<file path="config.mk">
export PLATFORM = sky130hd
export DESIGN_NAME = ram_sdp_be
export DESIGN_NICKNAME = d
export VERILOG_FILES = /design/src/rtl/ram_sdp_be.sv
export SDC_FILE = /design/constraint.sdc
export NUM_CORES = 2
export LEC_CHECK = 0
export CAP_MARGIN = 20
export CORE_MARGIN = 5
export CORE_UTILIZATION = 28
export CTS_BUF_LIST = sky130_fd_sc_hd__clkbuf_16
export CTS_CLUSTER_SIZE = 28
export DETAILED_ROUTE_END_ITERATION = 8
export DONT_BUFFER_PORTS = 1
export GPL_ROUTABILITY_DRIVEN = 0
export HOLD_SLACK_MARGIN = 0.02
export PLACE_DENSITY = 0.41
export SLEW_MARGIN = 20
export SYNTH_ARGS = -nofsm -noshare
export SYNTH_HDL_FRONTEND = slang
export SYNTH_SLANG_ARGS = --single-unit
</file>
<file path="constraint.sdc">
create_clock -name i_clk -period 9.9 [get_ports i_clk]
set_input_delay 1.485 -clock i_clk [delete_from_list [all_inputs] [get_ports i_clk]]
set_output_delay 1.485 -clock i_clk [all_outputs]
set_load 0.05 [all_outputs]
</file>
<file path="src/rtl/ram_sdp_be.sv">
// Simple-dual-port block RAM with per-byte write enables, selectable collision
// behaviour, optional output register and a built-in fill-with-constant sequencer.
//
// state    | meaning
// ---------+---------------------------------------------------------------
// ST_IDLE  | user reads/writes accepted; a pending start or i_clear enters CLEAR
// ST_CLEAR | one CLEAR_VALUE write per cycle at clr_cnt; user ports ignored
module ram_sdp_be #(
  parameter int ADDR_WIDTH     = 8,
  parameter int DATA_WIDTH     = 16,
  parameter int BYTE_WIDTH     = 8,
  parameter int OUT_REG        = 0,
  parameter int WRITE_FIRST    = 0,
  parameter int CLEAR_ON_RESET = 1,
  parameter logic [DATA_WIDTH-1:0] CLEAR_VALUE = '0
) (
  input  logic                             i_clk,
  input  logic                             i_reset,
  input  logic                             i_clear,
  output logic                             o_busy,
  input  logic                             i_wr_en,
  input  logic [ADDR_WIDTH-1:0]            i_wr_addr,
  input  logic [DATA_WIDTH-1:0]            i_wr_data,
  input  logic [DATA_WIDTH/BYTE_WIDTH-1:0] i_wr_be,
  input  logic                             i_rd_en,
  input  logic [ADDR_WIDTH-1:0]            i_rd_addr,
  output logic [DATA_WIDTH-1:0]            o_rd_data,
  output logic                             o_rd_valid
);

  localparam int NUM_BYTES = DATA_WIDTH / BYTE_WIDTH;
  localparam int DEPTH     = 2 ** ADDR_WIDTH;

  localparam logic [0:0] ST_IDLE  = 1'b0;
  localparam logic [0:0] ST_CLEAR = 1'b1;

  logic [0:0]            state;
  logic                  start_pend;
  logic [ADDR_WIDTH-1:0] clr_cnt;

  logic                  user_wr;
  logic                  rd_acc;
  logic                  mem_we;
  logic [ADDR_WIDTH-1:0] mem_waddr;
  logic [DATA_WIDTH-1:0] mem_wdata;
  logic [NUM_BYTES-1:0]  mem_wbe;
  logic [DATA_WIDTH-1:0] rd_word;

  logic [DATA_WIDTH-1:0] mem [DEPTH];

  // Auto-clear is held as a pending start so o_busy stays low through reset
  // and rises on the first cycle after release.
  always_ff @(posedge i_clk) begin
    if (i_reset) begin
      state      <= ST_IDLE;
      start_pend <= (CLEAR_ON_RESET != 0);
      clr_cnt    <= '0;
    end else if (state == ST_IDLE) begin
      start_pend <= 1'b0;
      if (start_pend || i_clear) begin
        state   <= ST_CLEAR;
        clr_cnt <= '0;
      end
    end else begin
      clr_cnt <= clr_cnt + ADDR_WIDTH'(1);
      if (clr_cnt == {ADDR_WIDTH{1'b1}}) begin
        state <= ST_IDLE;
      end
    end
  end

  assign o_busy  = (state == ST_CLEAR);
  assign user_wr = i_wr_en && !o_busy && !i_reset;
  assign rd_acc  = i_rd_en && !o_busy && !i_reset;

  always_comb begin
    mem_we    = 1'b0;
    mem_waddr = i_wr_addr;
    mem_wdata = i_wr_data;
    mem_wbe   = i_wr_be;
    if (o_busy) begin
      mem_we    = !i_reset;
      mem_waddr = clr_cnt;
      mem_wdata = CLEAR_VALUE;
      mem_wbe   = '1;
    end else begin
      mem_we    = user_wr;
    end
  end

  always_ff @(posedge i_clk) begin
    if (mem_we) begin
      for (int k = 0; k < NUM_BYTES; k++) begin
        if (mem_wbe[k]) begin
          mem[mem_waddr][k*BYTE_WIDTH +: BYTE_WIDTH] <= mem_wdata[k*BYTE_WIDTH +: BYTE_WIDTH];
        end
      end
    end
  end

  // Write-first forwards only the enabled lanes; the rest come from the array.
  always_comb begin
    rd_word = mem[i_rd_addr];
    if ((WRITE_FIRST != 0) && user_wr && (i_wr_addr == i_rd_addr)) begin
      for (int k = 0; k < NUM_BYTES; k++) begin
        if (i_wr_be[k]) begin
          rd_word[k*BYTE_WIDTH +: BYTE_WIDTH] = i_wr_data[k*BYTE_WIDTH +: BYTE_WIDTH];
        end
      end
    end
  end

  generate
    if (OUT_REG != 0) begin : g_out_reg
      logic                  s1_valid;
      logic [DATA_WIDTH-1:0] s1_data;

      always_ff @(posedge i_clk) begin
        if (i_reset) begin
          s1_valid   <= 1'b0;
          s1_data    <= '0;
          o_rd_valid <= 1'b0;
          o_rd_data  <= '0;
        end else begin
          s1_valid   <= rd_acc;
          o_rd_valid <= s1_valid;
          if (rd_acc) begin
            s1_data <= rd_word;
          end
          if (s1_valid) begin
            o_rd_data <= s1_data;
          end
        end
      end
    end else begin : g_no_out_reg
      always_ff @(posedge i_clk) begin
        if (i_reset) begin
          o_rd_valid <= 1'b0;
          o_rd_data  <= '0;
        end else begin
          o_rd_valid <= rd_acc;
          if (rd_acc) begin
            o_rd_data <= rd_word;
          end
        end
      end
    end
  endgenerate

endmodule

</file>
==> summary.txt <==
Run status
  • Outcome: finished clean

Clock tree
  • CTS tree: built
  • Resize count post-CTS: 0
  • CTS Sinks: 4123
  • Clock root buffer: clkbuf_16
  • H-tree Lvls: 5
  • Hold_buf cts: 0
  • Clk_lat worst skew: 1020 ps
  • Max clock buf depth: 4
  • Clk slew on worst S/H paths: 60 ps
  • Setup bufs post-CTS: 0
  • TritonCTS Buffers: 454

STA
  • Fin crit share: 0.591
  • Slew @ Worst Pin: 1310 ps
  • Relative slew slack: 0.126
  • Pins Over Slew Limit: 0
  • Final setup fails: 0
  • Final TNS setup: 0 ps
  • Highest Clock Rate: 171 MHz
  • Unrepaired setup endpoints after global routing: no
  • Final min period: 5850 ps
  • Clk_skew: 55.6 ps
  • Hold Vio Cnt, Final: 0

Worst hold path
  • Hold EP: start_pend
  • Min-delay src: start_pend
  • Hold path cells: 1
  • Hold crit path type: flop to flop

Final layout
  • FILL cells: 54611
  • Reg area: 124000 µm²
  • Syn-to-layout area delta: 14.3%
  • Share of cells above drive strength 1: 0.219
  • Final Instance Area: 184000 µm²
  • Multi-input gate area: 34700 µm²
  • Commonest non-fill, non-tap cell in the layout: edfxtp_1
  • Commonest cells after routing, fill and taps aside: edfxtp_1, mux4_2, nor2_1
  • Nets: 7968

Power and ir drop
  • Leak: 57.2 nW
  • P per Cell Area: 203 nW/µm²
  • Peak supply drop: 0.137 mV

Place
  • Post-DP HPWL: 307000 µm
  • Dpl cell area: 170000 µm²
  • IO buf count: 0

Critical path
  • Crit path cell chain: buf_16, buf_16, buf_16, buf_16, buf_16, buf_16, buf_16, mux4_2, mux4_2, and3_1, a2111oi_1, nand4_1
  • Slowest CP cell: mux4_2
  • FF-to-FF End: o_rd_data[15]
  • Req. time, crit path: 10760 ps
  • Crit-path max cell delay: 590 ps
  • Crit-path leading delay family: buffers and inverters
  • CP Max Fanout: 91
  • R2r startpoint: o_busy
  • Critical Path AT: 6710 ps
  • Buffers & Inverters on Critical Path: 7
  • Startpoint types: input port
  • Most frequent CP cell: buf_16
  • Worst setup EP type: flop
  • FF-to-FF path depth: 9
  • Crit path kind: input port to flop
  • Reg-to-reg setup timing slack: 5350 ps

Global route
  • Met1 Use GR: 0.243
  • Global-route wire length before repair: 713000 µm
  • Largest net degree at the start of global routing: 197
  • Gr busiest metal: met2
  • Total global routing overflow: 0
  • M2 GR Usage: 0.280
  • GRT Overall Usage: 0.172
  • Met3 Track Usage GR: 0.0271
  • Antenna violations before repair: 51
  • Vias in the first global route: 82232

Yosys
  • Yosys warning count: 0
  • Asr flop ratio synth: 0
  • Netlist Area Pre-Place: 161000 µm²
  • Post-synthesis instance total: 7759
  • Simple-gate share of the synthesized area: 0.0290
  • Main synth FF type: edfxtp_1
  • Post-Synth Adder-Cell Area: 0.0000777
  • Sequential share of the synthesized area: 0.767
  • Syn Area/Cell: 20.7 µm²
  • Yosys reg bits: 4123
  • Net Count, Synth: 7799
  • Synth Area in XOR/XNOR: 0.0000544
  • Number of flops mapped to enable cells by yosys: 4096
  • Post-synthesis mux area share: 0.152
  • Cell variety after synth: 81
  • Largest family of logic cells by synthesized area: multiplexers
  • Synth Area in Compound Gates: 0.0316

Die
  • Area of the die: 590000 µm²
  • Die height: 768 µm
  • DIE WIDTH: 768 µm
  • Initial Utilization: 0.281
  • IO Pins: 57
  • Core Region: 573000 µm²
  • Row cnt: 278

Route
  • Vias: 80214
  • Vias per cell: 5.05
  • Routed wire length per instance: 32.8 µm
  • Remaining antenna violation count: 0
  • DR pass1 iterations: 6
  • Final WL: 521000 µm
  • # DRC: 0
  • Iteration-0 DRC Markers: 8050

Flow run
  • Max-cap viol count: 0
==> stage by stage <==
stage | utilization | setup WS (ps) | hold WS (ps) | std cells | power (mW)
floorplan | - | 824 | 475 | 7759 | 20.9
global placement | 0.295 | 2160 | 489 | 15005 | 21.6
detailed placement | 0.296 | 2800 | 503 | 15023 | 21.7
CTS | 0.321 | 3920 | 420 | 15869 | 37.7
global route | 0.321 | 3730 | 467 | 15883 | 38.5
finish | 0.321 | 4050 | 520 | 15898 | 37.3
==> logic make-up (layout without fill, tap and decap cells) <==
logic type | count (synthesis) | count (layout)
xor+xnor | 1 | 1
other cells | 0 | 20
compound gates | 711 | 711
simple gates | 1101 | 1101
fa+ha+maj | 1 | 1
buf+inv | 497 | 1056
mux | 1325 | 1325
flops | 4123 | 4123
==> area by class of cell <==
cell class / count / share of cell area
Inverter: 13 / 0.000374
Multi-Input combinational cell: 3139 / 0.189
Antenna cell: 20 / 0.000272
Clock buffer: 456 / 0.0620
Sequential cell: 4123 / 0.671
Timing Repair Buffer: 197 / 0.0119
Tap cell: 7560 / 0.0514
Clock inverter: 390 / 0.0143
==> where the power goes <==
group / internal (mW) / switching [mW]
registers: 19.3 / 0.0469
logic: 0.585 / 1.38
clock network: 8.98 / 7.06
==> how the worst max path moves through the flow <==
stage / start / endpoint / cells after the start
4_1_cts: i_rd_addr[0] / o_rd_data[3] / 11
3_5_place_dp: i_rd_addr[0] / o_rd_data[6] / 11
3_3_place_gp: i_rd_addr[0] / o_rd_data[12] / 9
2_1_floorplan: i_wr_data[0] / mem[0][0] / 1
5_1_grt: i_rd_addr[0] / o_rd_data[2] / 12
6_report: i_rd_addr[0] / o_rd_data[2] / 12
==> registers in the layout, summed over array words and instances, names as in the netlist <==
name	flops
o_rd_valid	1
mem	4096
o_rd_data	16
o_busy	1
clr_cnt	8
start_pend	1
==> synthesized netlist by cell type (6+ instances only) <==
cell | n | share of area
edfxtp_1 | 4096 | 0.76
mux4_2 | 872 | 0.12
nor2_1 | 618 | 0.014
mux2i_1 | 398 | 0.025
nand2_1 | 226 | 0.0053
clkbuf_1 | 186 | 0.0043
o22ai_1 | 126 | 0.0049
buf_2 | 115 | 0.0036
a21oi_1 | 109 | 0.0034
o221ai_1 | 95 | 0.0052
buf_6 | 85 | 0.0059
nand3_1 | 77 | 0.0024
o21ai_0 | 56 | 0.0017
a22oi_1 | 52 | 0.0024
a221oi_1 | 51 | 0.0028
mux2_2 | 41 | 0.0029
a22o_1 | 38 | 0.0021
buf_4 | 33 | 0.0015
nor2b_1 | 33 | 0.0013
nor3_1 | 33 | 0.0010
buf_1 | 30 | 0.00070
a31oi_1 | 27 | 0.0010
dfxtp_1 | 27 | 0.0034
a211oi_1 | 25 | 0.0012
nand4_1 | 25 | 0.00097
buf_8 | 18 | 0.0017
and2_1 | 17 | 0.00066
and3_1 | 17 | 0.00066
buf_12 | 17 | 0.0021
o21ai_1 | 17 | 0.00053
nor4_1 | 16 | 0.00062
a311oi_1 | 15 | 0.00082
nand2b_1 | 14 | 0.00054
o211ai_1 | 12 | 0.00056
inv_1 | 10 | 0.00023
mux4_1 | 10 | 0.0016
o2111ai_1 | 10 | 0.00054
a2111oi_0 | 8 | 0.00044
o21a_1 | 7 | 0.00033
o211a_1 | 6 | 0.00037
or2_2 | 6 | 0.00023
==> per-layer routing <==
layer  share of wire  routed length (µm)
met3           0.055               28600
met4           0.022               11700
met5               0                   0
met2            0.48              249000
met1            0.44              232000
Power figures use the tool's default switching activity.
